[src/rtl/id_ex_register.sv]
// id_ex_register: ID/EX pipeline register with load-use stall detection and
// EX-stage operand forwarding from the EX/MEM and MEM/WB writers.
// Optional build macro ILLEGAL_OP_TRAP_EN: when defined, unknown ALU opcodes
// are turned into bubbles and reported on the illegal_op pulse output; when
// undefined, opcodes pass through unchanged and illegal_op does not exist.
module id_ex_register #(
   parameter int DATA_W = 32
) (
   input  logic              clk,
   input  logic              rst_n,
   input  logic              id_valid,
   input  logic [4:0]        id_rs,
   input  logic [4:0]        id_rt,
   input  logic [4:0]        id_rd,
   input  logic [DATA_W-1:0] id_rs_data,
   input  logic [DATA_W-1:0] id_rt_data,
   input  logic [DATA_W-1:0] id_imm,
   input  logic [3:0]        id_alu_ctrl,
   input  logic              id_alu_src,
   input  logic [2:0]        id_wb_mem,
   input  logic              ex_hold,
   input  logic              flush,
   input  logic              exmem_reg_write,
   input  logic [4:0]        exmem_rd,
   input  logic [DATA_W-1:0] exmem_data,
   input  logic              memwb_reg_write,
   input  logic [4:0]        memwb_rd,
   input  logic [DATA_W-1:0] memwb_data,
   output logic              id_stall,
   output logic              ex_valid,
   output logic [DATA_W-1:0] ex_first,
   output logic [DATA_W-1:0] ex_second,
   output logic [3:0]        ex_control,
   output logic [DATA_W-1:0] ex_store_data,
   output logic [4:0]        ex_rd,
   output logic [2:0]        ex_wb_mem
`ifdef ILLEGAL_OP_TRAP_EN
   ,
   output logic              illegal_op
`endif
);

   // Registered EX slot
   logic              valid_q,   valid_d;
   logic [4:0]        rs_q,      rs_d;
   logic [4:0]        rt_q,      rt_d;
   logic [4:0]        rd_q,      rd_d;
   logic [DATA_W-1:0] rs_data_q, rs_data_d;
   logic [DATA_W-1:0] rt_data_q, rt_data_d;
   logic [DATA_W-1:0] imm_q,     imm_d;
   logic [3:0]        ctrl_q,    ctrl_d;
   logic              alu_src_q, alu_src_d;
   logic [2:0]        wb_mem_q,  wb_mem_d;
   logic              illegal_q, illegal_d;

   logic              trap_w;
   logic [DATA_W-1:0] fwd_b_w;

   // Pick the newest in-flight value for a source register; r0 is never forwarded.
   function automatic logic [DATA_W-1:0] forward_operand(
      input logic [4:0]        src,
      input logic [DATA_W-1:0] reg_val,
      input logic              em_we,
      input logic [4:0]        em_rd,
      input logic [DATA_W-1:0] em_data,
      input logic              mw_we,
      input logic [4:0]        mw_rd,
      input logic [DATA_W-1:0] mw_data
   );
      if (em_we && (em_rd != 5'd0) && (em_rd == src)) begin
         return em_data;
      end
      if (mw_we && (mw_rd != 5'd0) && (mw_rd == src)) begin
         return mw_data;
      end
      return reg_val;
   endfunction

`ifdef ILLEGAL_OP_TRAP_EN
   // Opcodes the ALU actually implements.
   function automatic logic opcode_legal(input logic [3:0] op);
      case (op)
         4'b0000, 4'b0010, 4'b0100, 4'b0101, 4'b0110,
         4'b0111, 4'b1000, 4'b1001, 4'b1010: return 1'b1;
         default:                            return 1'b0;
      endcase
   endfunction

   assign trap_w     = id_valid & ~opcode_legal(id_alu_ctrl);
   assign illegal_op = illegal_q;
`else
   assign trap_w = 1'b0;
`endif

   // Load-use hazard: a load in EX targets a nonzero register that decode reads.
   assign id_stall = valid_q & wb_mem_q[1] & (rd_q != 5'd0)
                   & ((rd_q == id_rs) | (rd_q == id_rt)) & id_valid & ~flush;

   // Operand selection with forwarding, purely combinational from the slot.
   assign ex_first = forward_operand(rs_q, rs_data_q, exmem_reg_write, exmem_rd,
                                     exmem_data, memwb_reg_write, memwb_rd, memwb_data);
   assign fwd_b_w  = forward_operand(rt_q, rt_data_q, exmem_reg_write, exmem_rd,
                                     exmem_data, memwb_reg_write, memwb_rd, memwb_data);
   assign ex_second     = alu_src_q ? imm_q : fwd_b_w;
   assign ex_store_data = fwd_b_w;
   assign ex_valid      = valid_q;
   assign ex_control    = ctrl_q;
   assign ex_rd         = rd_q;
   assign ex_wb_mem     = wb_mem_q;

   // Next slot contents: flush beats hold, hold beats stall, stall beats load.
   always_comb begin
      valid_d   = valid_q;
      rs_d      = rs_q;
      rt_d      = rt_q;
      rd_d      = rd_q;
      rs_data_d = rs_data_q;
      rt_data_d = rt_data_q;
      imm_d     = imm_q;
      ctrl_d    = ctrl_q;
      alu_src_d = alu_src_q;
      wb_mem_d  = wb_mem_q;
      illegal_d = ~flush & ~ex_hold & ~id_stall & trap_w;
      if (flush || !ex_hold) begin
         if (flush || id_stall || !id_valid || trap_w) begin
            valid_d   = 1'b0;
            rs_d      = 5'd0;
            rt_d      = 5'd0;
            rd_d      = 5'd0;
            rs_data_d = '0;
            rt_data_d = '0;
            imm_d     = '0;
            ctrl_d    = 4'd0;
            alu_src_d = 1'b0;
            wb_mem_d  = 3'd0;
         end else begin
            valid_d   = 1'b1;
            rs_d      = id_rs;
            rt_d      = id_rt;
            rd_d      = id_rd;
            rs_data_d = id_rs_data;
            rt_data_d = id_rt_data;
            imm_d     = id_imm;
            ctrl_d    = id_alu_ctrl;
            alu_src_d = id_alu_src;
            wb_mem_d  = id_wb_mem;
         end
      end
   end

   // Slot registers, cleared asynchronously by reset.
   always_ff @(posedge clk or negedge rst_n) begin
      if (!rst_n) begin
         valid_q   <= 1'b0;
         rs_q      <= 5'd0;
         rt_q      <= 5'd0;
         rd_q      <= 5'd0;
         rs_data_q <= '0;
         rt_data_q <= '0;
         imm_q     <= '0;
         ctrl_q    <= 4'd0;
         alu_src_q <= 1'b0;
         wb_mem_q  <= 3'd0;
         illegal_q <= 1'b0;
      end else begin
         valid_q   <= valid_d;
         rs_q      <= rs_d;
         rt_q      <= rt_d;
         rd_q      <= rd_d;
         rs_data_q <= rs_data_d;
         rt_data_q <= rt_data_d;
         imm_q     <= imm_d;
         ctrl_q    <= ctrl_d;
         alu_src_q <= alu_src_d;
         wb_mem_q  <= wb_mem_d;
         illegal_q <= illegal_d;
      end
   end

endmodule
[config.mk]
export PLATFORM = sky130hd
export DESIGN_NAME = id_ex_register
export DESIGN_NICKNAME = d
export VERILOG_FILES = /design/src/rtl/id_ex_register.sv
export SDC_FILE = /design/constraint.sdc
export NUM_CORES = 1
export LEC_CHECK = 0
export ABC_AREA = 1
export CAP_MARGIN = 0
export CORE_AREA = 5 5 138 140
export CTS_CLUSTER_DIAMETER = 30
export CTS_CLUSTER_SIZE = 28
export DETAILED_ROUTE_END_ITERATION = 10
export DIE_AREA = 0 0 143 145
export GPL_TIMING_DRIVEN = 0
export PLACE_DENSITY = 0.8
export SLEW_MARGIN = 20
export SYNTH_ARGS = -nofsm -noshare
export SYNTH_HDL_FRONTEND = slang
export SYNTH_SLANG_ARGS = --single-unit
[constraint.sdc]
create_clock -name clk -period 2.7 [get_ports clk]
set_clock_uncertainty 0.15 [all_clocks]
set_input_delay 0.81 -clock clk [delete_from_list [all_inputs] [get_ports clk]]
set_output_delay 0.81 -clock clk [all_outputs]
set_load 0.01 [all_outputs]
==> impl_metrics.ini <==
[worst_setup_path]
end_kind = output port
cp.arrival_ns = 2.41
critPathMaxFanout = 6
cp_cell_sequence = buf_6, inv_4, nand2_2, nand2_2, nand3_2, nor2_4, buf_12, buf_12, buf_12, buf_6, nand3_4, nand3_4, nand3_2, nand2_1, buf_2
cp_common_cell = buf_12
path_delay_family = buffers and inverters
required_ns = 1.74
max_stage_delay_ns = 0.16
worst_setup_path_start_kind = primary input
reg2reg_slack_ns = 0.21
crit_type = in2out
path_buf_inv = 7
slowest_stage = nor2_4

[floorplanning]
die-area_sq_um = 20700
io_pins = 310
fp.dieH_um = 145
design.core.area_sq_um = 17700
die_w_um = 143
initial_utilization_pct = 42.8
rows = 49

[pwr]
finalPower_mw = 5.76
powerDensity_nw_per_um2 = 385
combPwrFrac_pct = 25.8
pwr-share-seq_pct = 33.5
p_leak_nw = 7.36
p_clk_share_pct = 40.8
ir_drop_mv = 0.448
intPower_mw = 3.99
switching_share_pct = 30.7
netSwitchingPower_mw = 1.77

[hold_path]
hold_path_class = in2async

[place]
dp_cells = 1628
port_buffers = 309
place_area_sq_um = 11100
pre_cts_slack_ns = -1.92
hpwlAfterDp_mm = 24.7
gp_congestion = 0.960

[clock_network]
clock-sinks = 120
clk_latency_ns = 0.43
cts_hold_buffers = 0
cts.htree.levels = 4
clkTransAtPathRegs_ns = 0.06
clock_path_buffers = 2
cts_made_buffers = 17
root_buffer = clkbuf_16
tritoncts = built

[yosys]
syn_area_per_cell_sq_um = 6.96
yosys_warnings = 0
synth_edf_count = 0
synth_seq_cells = 120
syn_area_sq_um = 7580
synthFlopType = dfrtp_1
syn_inst = 1089
synthArstFlopShare_pct = 100
ys_seq_area_share_pct = 39.6
synth.distinct_cells = 25
synth_nets = 1289

[final_layout]
n_fill_cell = 959
instances_no_fill = 1775
final_area_sq_um = 15000
layout-drive-gt1-share_pct = 39.2
regArea_sq_um = 3010
multi_input_area_sq_um = 5770
finalNetCount = 1729
area_growth_pct = 97.6

[sta]
fmax_mhz = 297
tightest_slew_ns = 0.727
finalCritPeriodShare_pct = 125
hold_viol = 0
rsz0062_at_grt = true
setup_viol = 97
setup_tns_ns = -55.27
relSlewSlack_pct = 51.6
finalMaxSlewViolations = 0
setup_slack_ns = -0.665
min_period_ns = 3.37

[grt]
grt_usage_pct = 36.3
grt_pass1_wl_mm = 58.2
first_global_vias = 10300
grt_max_degree = 74
antenna_found_initial = 4
gr-total-overflow = 0

[route]
route.vias.total = 10700
drtPass1Iterations = 9
drt_iter0_markers = 1174
routed_wl_mm = 43.5
via_per_inst = 6.01
ant_nets = 0
wl_per_cell_um = 24.5
drc_errors = 0

[run]
drv_cap = 0

[status]
status = finished with violations
violations = negative setup slack
[routing by layer]
layer	global-route usage, %	wire, um	vias up
met5	0	0	-
met4	18.7	3420	0
met3	9.31	4960	265
met2	60.5	20600	915
met1	42.9	14600	5082
li1	-	-	4411
[cells in the mapped netlist (2+ instances only)]
master | count | area share [%]
xor2_1 | 16 | 1.8
xnor2_1 | 11 | 1.3
dfrtp_1 | 120 | 40
clkbuf_1 | 30 | 1.5
nand2_2 | 2 | 0.17
nand4_1 | 2 | 0.17
nand2_1 | 449 | 22
nor2_1 | 13 | 0.64
buf_2 | 29 | 1.9
inv_1 | 39 | 1.9
nor3_1 | 2 | 0.13
nand3_1 | 250 | 17
buf_1 | 10 | 0.50
and2_1 | 32 | 2.6
buf_6 | 10 | 1.5
nand3b_1 | 65 | 6.4
[per-stage QoR]
step / hold slack, ns / utilization [%]
detailed placement: 0.316 / 62.4
global placement: 0.312 / 62.2
floorplan: 0.299 / -
global route: 0.313 / 84.5
finish: 0.242 / 84.5
CTS: 0.291 / 78.0
[registers in the layout (all words and copies together), names as in the netlist]
| signal | count |
|---|---|
| imm_q | 32 |
| rs_data_q | 32 |
| ex_valid | 1 |
| rt_q | 5 |
| ex_wb_mem | 3 |
| ex_control | 4 |
| rt_data_q | 32 |
| ex_rd | 5 |
| rs_q | 5 |
| alu_src_q | 1 |
[final cells by class]
| class | instances | area share [%] |
|---|---|---|
| Clock inverter | 15 | 1.12 |
| Inverter | 40 | 1.10 |
| Buffer | 70 | 4.05 |
| Antenna cell | 4 | 0.0668 |
| Timing Repair Buffer | 430 | 30.3 |
| Clock buffer | 17 | 2.84 |
| Tap cell | 229 | 1.91 |
| Multi-Input combinational cell | 850 | 38.5 |
| Sequential cell | 120 | 20.1 |
[repair_timing]
action / CTS / global route
resized for setup: 855 / 252
pin swaps: 86 / 123
endpoints found under the setup margin: 104 / 201
hold endpoints to repair: 0 / 0
setup buffers: 82 / 26
cloned: 17 / 6
[placed cells by master (no fill, tap or decap), types with 42 or more instances in the layout]
cell             Yosys  routed
buf_2               29      42
buf_6               10     138
clkdlybuf4s50_1      0     188
dfrtp_1            120     116
nand2_1            449     340
nand2_2              2      73
nand3_1            250     130
nand3_2              0      62
nand3_4              0      58
nand3b_1            65      65
[final timing paths]
| kind | from | endpoint | cells after the start |
|---|---|---|---|
| worst max-delay path | memwb_rd[3] | ex_second[8] | 15 |
| worst min register to register | rs_data_q[31]$_DFFE_PN0P_ | rs_data_q[31]$_DFFE_PN0P_ | 2 |
| worst min-delay path | rst_n | rs_data_q[26]$_DFFE_PN0P_ | 1 |
| min in group clk | rs_data_q[31]$_DFFE_PN0P_ | rs_data_q[31]$_DFFE_PN0P_ | 2 |
| max in group asynchronous | rst_n | imm_q[16]$_DFFE_PN0P_ | 2 |
| worst max register to register | ex_rd[3]$_DFFE_PN0P_ | imm_q[6]$_DFFE_PN0P_ | 14 |
[power groups by stage]
stage | Clock (mW) | Sequential [mW] | Combinational, mW
after CTS | 2.30 | 1.91 | 1.26
after detailed placement | 0 | 1.94 | 1.08
final | 2.35 | 1.93 | 1.48
after global placement | 0 | 1.94 | 1.07
after floorplan | 0 | 1.94 | 0.401
after global routing | 2.41 | 1.93 | 1.55
[logic make-up after synthesis]
group | share of synthesized area (%)
AO/OA/AOI/OAI | 0.182
XOR/XNOR | 3.12
buffers and inverters | 7.36
flip-flops | 39.6
AND/OR/NAND/NOR | 49.7
Note: power is estimated with default switching activity, not from simulation.
